### config.mk
export PLATFORM = sky130hd
export DESIGN_NAME = sreg_wb_arbiter
export DESIGN_NICKNAME = d
export VERILOG_FILES = /design/src/rtl/sreg_wb_arbiter.sv
export SDC_FILE = /design/constraint.sdc
export NUM_CORES = 1
export LEC_CHECK = 0
export BUFFER_PORTS_ARGS = -buffer_cell sky130_fd_sc_hd__buf_2
export CORE_ASPECT_RATIO = 1.25
export CORE_MARGIN = 4
export CORE_UTILIZATION = 49
export CTS_BUF_LIST = sky130_fd_sc_hd__clkbuf_8 sky130_fd_sc_hd__clkbuf_16
export CTS_CLUSTER_DIAMETER = 120
export DETAILED_ROUTE_END_ITERATION = 6
export PLACE_DENSITY = 0.87
export RECOVER_POWER = 100
export SLEW_MARGIN = 15
export SYNTH_ARGS = -nofsm -noshare
export SYNTH_HDL_FRONTEND = slang
export SYNTH_SLANG_ARGS = --single-unit
export TNS_END_PERCENT = 100
### constraint.sdc
create_clock -name clk -period 14.89 [get_ports clk]
set_input_delay 4.467 -clock clk [delete_from_list [all_inputs] [get_ports clk]]
set_output_delay 4.467 -clock clk [all_outputs]
set_load 0.005 [all_outputs]
### src/rtl/sreg_wb_arbiter.sv
// Round-robin write-back arbiter for the scalar register file write port, plus pending-write scoreboard.
// Optional conflict statistics counter is built only when SREG_WB_STATS_EN is defined.
module sreg_wb_arbiter #(
  parameter int unsigned DATA_WIDTH = 32,
  parameter int unsigned NUM_REQ    = 3
) (
  input  logic                           clk,
  input  logic                           rst,
  input  logic [NUM_REQ-1:0]             req_valid_i,
  output logic [NUM_REQ-1:0]             req_ready_o,
  input  logic [NUM_REQ*5-1:0]           req_rd_addr_i,
  input  logic [NUM_REQ*DATA_WIDTH-1:0]  req_rd_data_i,
  output logic [4:0]                     rd_addr_o,
  output logic [DATA_WIDTH-1:0]          rd_data_o,
  output logic                           reg_write_en_o,
  input  logic                           issue_valid_i,
  input  logic [4:0]                     issue_rd_addr_i,
  output logic [31:0]                    busy_o,
  output logic [31:0]                    conflict_cnt_o
);

  localparam int unsigned AW    = 5;
  localparam int unsigned PTR_W = (NUM_REQ > 1) ? $clog2(NUM_REQ) : 1;

  logic [AW-1:0]         addr_arr [NUM_REQ];
  logic [DATA_WIDTH-1:0] data_arr [NUM_REQ];

  logic [PTR_W-1:0]      ptr_q, ptr_d;
  logic                  wen_q, wen_d;
  logic [AW-1:0]         addr_q, addr_d;
  logic [DATA_WIDTH-1:0] data_q, data_d;
  logic [31:0]           busy_q, busy_d;

  logic [PTR_W:0]        scan;
  logic [PTR_W-1:0]      gnt_idx;
  logic                  gnt_vld;
  logic                  hs;

  always_comb begin
    for (int i = 0; i < NUM_REQ; i++) begin
      addr_arr[i] = req_rd_addr_i[AW*i +: AW];
      data_arr[i] = req_rd_data_i[DATA_WIDTH*i +: DATA_WIDTH];
    end
  end

  // First valid requester found scanning upward from ptr, wrapping modulo NUM_REQ.
  always_comb begin
    gnt_vld = 1'b0;
    gnt_idx = '0;
    scan    = '0;
    for (int k = 0; k < NUM_REQ; k++) begin
      scan = {1'b0, ptr_q} + (PTR_W+1)'(k);
      if (scan >= (PTR_W+1)'(NUM_REQ)) scan = scan - (PTR_W+1)'(NUM_REQ);
      if (!gnt_vld && req_valid_i[scan[PTR_W-1:0]]) begin
        gnt_vld = 1'b1;
        gnt_idx = scan[PTR_W-1:0];
      end
    end
  end

  assign hs = gnt_vld & ~rst;

  always_comb begin
    req_ready_o = '0;
    if (hs) req_ready_o[gnt_idx] = 1'b1;
  end

  always_comb begin
    ptr_d  = ptr_q;
    wen_d  = 1'b0;
    addr_d = addr_q;
    data_d = data_q;
    if (hs) begin
      ptr_d  = (gnt_idx == PTR_W'(NUM_REQ - 1)) ? '0 : gnt_idx + PTR_W'(1);
      addr_d = addr_arr[gnt_idx];
      data_d = data_arr[gnt_idx];
      wen_d  = (addr_arr[gnt_idx] != '0);
    end
  end

  // Set after clear so a newer writer issued on the retiring edge stays pending.
  always_comb begin
    busy_d = busy_q;
    if (wen_q) busy_d[addr_q] = 1'b0;
    if (issue_valid_i && (issue_rd_addr_i != '0)) busy_d[issue_rd_addr_i] = 1'b1;
    busy_d[0] = 1'b0;
  end

  always_ff @(posedge clk or posedge rst) begin
    if (rst) begin
      ptr_q  <= '0;
      wen_q  <= 1'b0;
      addr_q <= '0;
      data_q <= '0;
      busy_q <= '0;
    end else begin
      ptr_q  <= ptr_d;
      wen_q  <= wen_d;
      addr_q <= addr_d;
      data_q <= data_d;
      busy_q <= busy_d;
    end
  end

  assign reg_write_en_o = wen_q;
  assign rd_addr_o      = addr_q;
  assign rd_data_o      = data_q;
  assign busy_o         = busy_q;

`ifdef SREG_WB_STATS_EN
  logic [31:0] cnt_q, cnt_d;
  logic        multi_c;

  // Two or more valid bits: clearing the lowest set bit leaves something behind.
  assign multi_c = |(req_valid_i & (req_valid_i - NUM_REQ'(1)));

  always_comb begin
    cnt_d = cnt_q;
    if (multi_c && (cnt_q != 32'hFFFF_FFFF)) cnt_d = cnt_q + 32'd1;
  end

  always_ff @(posedge clk or posedge rst) begin
    if (rst) cnt_q <= '0;
    else     cnt_q <= cnt_d;
  end

  assign conflict_cnt_o = cnt_q;
`else
  assign conflict_cnt_o = '0;
`endif

endmodule

# Word level (Yosys, flattened, before mapping)
# Cells that the tools add are included.
dict set report totals {
  output_inout_bits 105
  inputBits 122
  reg_bits 71
}
dict set report classes {
  n_bitwise 6
  eq_ne 1
  n_mux 32
  reduce_logical 10
  n_lt_le_gt_ge 13
  add_sub_neg 6
}
# op n
set op_table {}
lappend op_table {{$mux W32} 4}
lappend op_table {{$bmux W32 S2} 1}
lappend op_table {{$and A32 B32 Y32} 1}
lappend op_table {{$not A32 Y32} 1}
lappend op_table {{$or A32 B32 Y32} 1}
lappend op_table {{$mux W2} 7}
lappend op_table {{$lt A2 B3 Y1 const B} 4}
lappend op_table {{$lt A5 B6 Y1 const B} 2}
lappend op_table {{$bmux W5 S2} 1}
lappend op_table {{$demux W1 S5} 2}
lappend op_table {{$ge A5 B1 Y1 const B} 2}
lappend op_table {{$mux W1} 10}
lappend op_table {{$mux W5} 2}
lappend op_table {{$reduce_bool A5 Y1} 2}
lappend op_table {{$bmux W1 S2} 3}
lappend op_table {{$ge A3 B2 Y1 const B} 2}
lappend op_table {{$logic_and A1 B1 Y1} 6}
lappend op_table {{$sub A2 B2 Y2 const B} 3}
lappend op_table {{$add A2 B1 Y3 const B} 1}
lappend op_table {{$add A2 B2 Y3 const B} 1}
lappend op_table {{$ge A3 B3 Y1 const B} 1}
lappend op_table {{$mux W3} 1}
lappend op_table {{$not A2 Y3} 1}
lappend op_table {{$add A2 B1 Y2 const B} 1}
lappend op_table {{7 further kinds} 8}

# Depth between registers and ports, before layout
dict set report depth {
  depth_word 17
  mapped_depth 12
  ltp_nobuf 9
}

# Least setup slack after synthesis
# Ideal clock, no wire load.
dict set report synth_timing {
  path_kind {input port to output port}
  start {input rst}
  end {output req_ready_o[0]}
  required_time_ps 10423
  setup_slack_ps 3625
  t_arrival_ps 6798
  n_path_buf 1
  cell_stages 4
  path_cell_list {inv_1 -> o21ai_2 -> nor3_2 -> buf_2}
}
dict set report synth_between {
  elab_chain_len 3
}
# item line_no
set synth_rtl {}
lappend synth_rtl {{start: declaration} 8} ;# input logic rst,
lappend synth_rtl {{$not A1 Y1} 61} ;# assign hs = gnt_vld & ~rst;
lappend synth_rtl {{$and A1 B1 Y1} 61}
lappend synth_rtl {{$mux W3} 65} ;# if (hs) req_ready_o[gnt_idx] = 1'b1;
lappend synth_rtl {{end: declaration} 10} ;# output logic [NUM_REQ-1:0] req_ready_o,
# No other way between the ends.

# Worst setup path in the final report
dict set report layout_timing {
  start {input req_valid_i[1]}
  end {output req_ready_o[2]}
}
dict set report layout_between {
  elab_chain_len 14
  word_cells_on_any_way 23
}
# item line_no
set layout_rtl {}
lappend layout_rtl {{start: declaration} 9} ;# input logic [NUM_REQ-1:0] req_valid_i,
lappend layout_rtl {{$bmux W1 S2} 54} ;# if (!gnt_vld && req_valid_i[scan[PTR_W-1:0]]) begin
lappend layout_rtl {{$mux W1 (implied by the code)} 54}
lappend layout_rtl {{$mux W1} 54}
lappend layout_rtl {{$logic_not A1 Y1} 54}
lappend layout_rtl {{$logic_and A1 B1 Y1} 54}
lappend layout_rtl {{$mux W1} 54}
lappend layout_rtl {{$logic_not A1 Y1} 54}
lappend layout_rtl {{$logic_and A1 B1 Y1} 54}
lappend layout_rtl {{$mux W2} 54}
lappend layout_rtl {{$lt A2 B3 Y1 (implied by the code) / $ge A2 B1 Y1 (equally long branches)} 65}
lappend layout_rtl {{$logic_and A1 B1 Y1 (implied by the code)} 65}
lappend layout_rtl {{$mux W1 (implied by the code)} 65}
lappend layout_rtl {{$demux W1 S2} 65}
lappend layout_rtl {{$mux W3 (*)} 65}
# Mark *: on every way between the ends. The rest lies on a longest branch, timed or not. The select of a mux whose other input is x is not followed.

==> summary.md <==
| Metric | Value |
|---|---|
| Commonest non-fill, non-tap cell in the layout | `buf_2` |
| Static Leak | `between 2 and 2.5 nW` |
| Worst skew pair latency | `0.35 ns` |
| Clock transition at path regs | `approximately 0.070 ns` |
| Root buf cell | `clkbuf_8` |
| Sequential cell area | `0.001777 mm^2` |
| Yosys warns | `0` |
| CP bufs+invs | `4` |
| DIE WIDTH | `about 90 um` |
| Vias in the first global route | `~3800` |
| Worst r2r dst | `reg_write_en_o` |
| Status | `finished with violations` |
| Syn Area/Cell | `9.064 um^2` |
| Synth cell types | `41` |
| Max VDD drop | `0.0001219 V` |
| Via count | `roughly 3900` |
| Die Area | `roughly 0.01 mm^2` |
| Finish-stage setup viols | `0` |
| Antenna violations before repair | `2` |
| Final WL | `11750 um` |
| Power density of the placed cells | `~220 mW/mm^2` |
| Pin slew with the least headroom to its limit | `around 3.7 ns` |
| Chip height | `110.5 um` |
| Post-CTS setup repair buffer count | `0` |
| FMAX | `a little under 80 MHz` |
| Crit path arrival time | `8.10 ns` |
| I/O pin cnt | `227` |
| Cell Rows | `37` |
| Via-to-Cell Ratio | `roughly 5.3` |
| Most frequent cell on the critical path | `clkbuf_1` |
| Clk sinks | `71` |
| First-pass GRT wire length | `18630 um` |
| DR DRC count | `0` |
| Switch Pwr | `0.4829 mW` |
| Placer Congestion | `roughly 0.9` |
| Setup CP Type | `in2out` |
| Worst-path maximum fanout | `76` |
| R2r startpoint | `ptr_q[1]` |
| CTS Hold Buffers Added | `0` |
| Internal | `roughly 0.64 mW` |
| R2R depth | `10` |
| HP Start | `rd_data_o[4]` |
| Clock Tree Buf Depth | `2` |
| Tot Pwr | `~1.1 mW` |
| Fin crit period | `roughly 13 ns` |
| Crit-path cells | `buf_2 -> mux2i_1 -> mux2_2 -> o21ai_1 -> a211oi_4 -> clkbuf_1 -> inv_2 -> nor3_1 -> clkbuf_1` |
| Endpoint class of the critical path | `primary output` |
| Multi-input gate area | `0.002024 mm^2` |
| Post-layout util | `62.39%` |
| Worst min-delay path endpoint | `rd_data_o[4]` |
| Comb pwr share | `a little over half` |
| Final Skew | `around 0.0048 ns` |
| Hold path depth | `2` |
| DR WL/cell | `between 15 and 20 um` |
| Router iterations before antenna repair | `5` |
| Worst slew margin | `-146.4%` |
| Max-slew violations | `approximately 240` |
| Crit path launch type | `input pin` |
| Commonest non-fill, non-tap cells in the layout | `buf_2, o21ai_0, dfrtp_1` |
| GRT Total Usage | `around 23%` |
| Seq pwr share | `approximately 31%` |
| Post-cts sizing count | `0` |
| Post-synth ARST share | `between 90% and 100%` |
| Required time worst endpoint | `10.42 ns` |
| Starting Density | `between 50 and 60%` |
| Overflow after GRT | `0` |
| Final Hold Vio Count | `0` |
| Register bit count reported by yosys | `between 70 and 80` |
| FILL cells | `~760` |
| Post-DP HPWL | `approximately 9200 um` |
| Number of synthesized flops with an enable pin | `0` |
| Period utilisation layout | `84.42%` |
| CTS Buf Count | `9` |
| Register area share after synthesis | `43.17%` |
| Switching share of power | `between 40% and 50%` |
| Routed Antenna Nets | `0` |
| Mapped Cells | `approximately 450` |
| H-tree depth | `3` |
| Area growth, synth to finish | `24.23%` |
| Max_cap viols | `4` |
| RSZ-0062 raised after global routing | `false` |
| Largest net degree at the start of global routing | `between 80 and 90` |
| Cell Area, Synth | `~0.004 mm^2` |
| Hold Path Class | `reg2reg` |
| Failing checks | `capacitance limit, slew limit` |
| First-iteration detailed-routing DRC count | `between 200 and 250` |
| Critical path's slowest cell | `clkbuf_1` |
| Nets@finish | `760` |
| Core ar. | `0.008194 mm^2` |
| Setup TNS | `0 ns` |
| CTS tree | `done` |
| Clock power frac | `approximately 17%` |
| CP peak stage delay | `2.06 ns` |
| Most used DFF post-synth | `dfrtp_1` |
| Antenna cell count | `0` |
| IO Port Bufs | `193` |
| R2R setup slack | `between 9 and 10 ns` |
| CP top delay family | `buffers and inverters` |
| Share of cells above drive strength 1 | `between 20 and 30%` |
[registers in the layout, indices dropped and copies added (netlist names)]
name and cells:
rd_data_o 32, busy_o 31, rd_addr_o 5, ptr_q 2, reg_write_en_o 1
[Yosys cell counts, types with 2 or more instances]
cell	number	area share, %
a21oi_1	39	4.7
a22oi_1	12	2.2
buf_2	3	0.36
buf_4	42	7.7
buf_6	4	1.1
clkbuf_1	11	1.0
dfrtp_1	71	43
ha_1	4	1.2
inv_1	3	0.27
mux2_2	3	0.82
mux2i_1	27	6.6
nand2_1	45	4.1
nand2b_1	2	0.30
nand3_1	4	0.49
nand3b_1	13	2.4
nor2_1	40	3.6
nor3b_1	2	0.36
nor4bb_1	2	0.49
o21ai_0	63	7.7
o21ai_1	39	4.7
or3_1	2	0.30
or3b_2	4	0.85
[worst max-delay path by stage]
| stage | start | to | slack [ns] | depth (start not counted) |
|---|---|---|---|---|
| after floorplan | rst | req_ready_o[0] | 3.63 | 4 |
| after global placement | req_valid_i[1] | req_ready_o[0] | 3.91 | 7 |
| after detailed placement | req_valid_i[1] | req_ready_o[2] | 3.81 | 9 |
| after CTS | req_valid_i[1] | req_ready_o[2] | 3.81 | 9 |
| after global routing | req_valid_i[1] | req_ready_o[2] | 1.84 | 9 |
| final | req_valid_i[1] | req_ready_o[2] | 2.32 | 9 |
[power by group through the flow]
stage	clock network [mW]	registers [mW]	logic [mW]
finish	0.187	0.348	0.583
detailed placement	0	0.346	0.616
global placement	0	0.344	0.591
CTS	0.190	0.345	0.613
global route	0.197	0.361	0.660
floorplan	0	0.340	0.458
[per-layer routing]
layer / part of all wire [%] / track usage [%] / vias to the layer above / wire length [um]
met5: 0.23 / 0 / - / 27
met4: 1.3 / 6.333 / 4 / 150
met3: 9.1 / 6.199 / 22 / 1074
met2: 51 / 40.11 / 209 / 5942
met1: 39 / 28.34 / 1787 / 4552
li1: - / - / 1883 / -
[kinds of logic after synthesis]
kind of cell	synth area share [%]
buffers and inverters	10.49
adders and majority gates	1.216
AOI/OAI and AO/OA	22.56
other	0.09113
and+or+nand+nor	14.81
DFF	43.17
muxes	7.662
[stage by stage]
stage / std cells / hold slack, ns / instance area [um^2] / setup slack (ns)
CTS: 736 / 0.4878 / 5187 / 3.814
finish: 736 / 0.4823 / 5112 / 2.320
detailed placement: 720 / 0.4703 / 4943 / 3.815
floorplan: 486 / 0.4793 / 4235 / 3.625
global placement: 720 / 0.4668 / 4943 / 3.907
global route: 736 / 0.5135 / 5112 / 1.836
[worst reg2reg max path, stage by stage, from the launching register on]
cell and delay (ns):
dfrtp_1 0.41, inv_1 0.09, ha_1 0.36, mux2i_1 0.33
mux2_2 0.31, o21ai_1 0.15, a211oi_4 0.28, clkbuf_1 2.06
mux2_1 0.46, a211oi_1 0.27, a41oi_2 0.15
[area by class of cell]
cell class              instances  share of cell area (%)
clock inverters                 7                   2.349
inverters                       4                  0.2937
clock buffers                   9                   2.423
well taps                      97                   2.374
flip-flops and latches         71                   34.75
repair buffers                197                   18.21
multi-input cells             351                   39.60
Power figures use the tool's default switching activity.
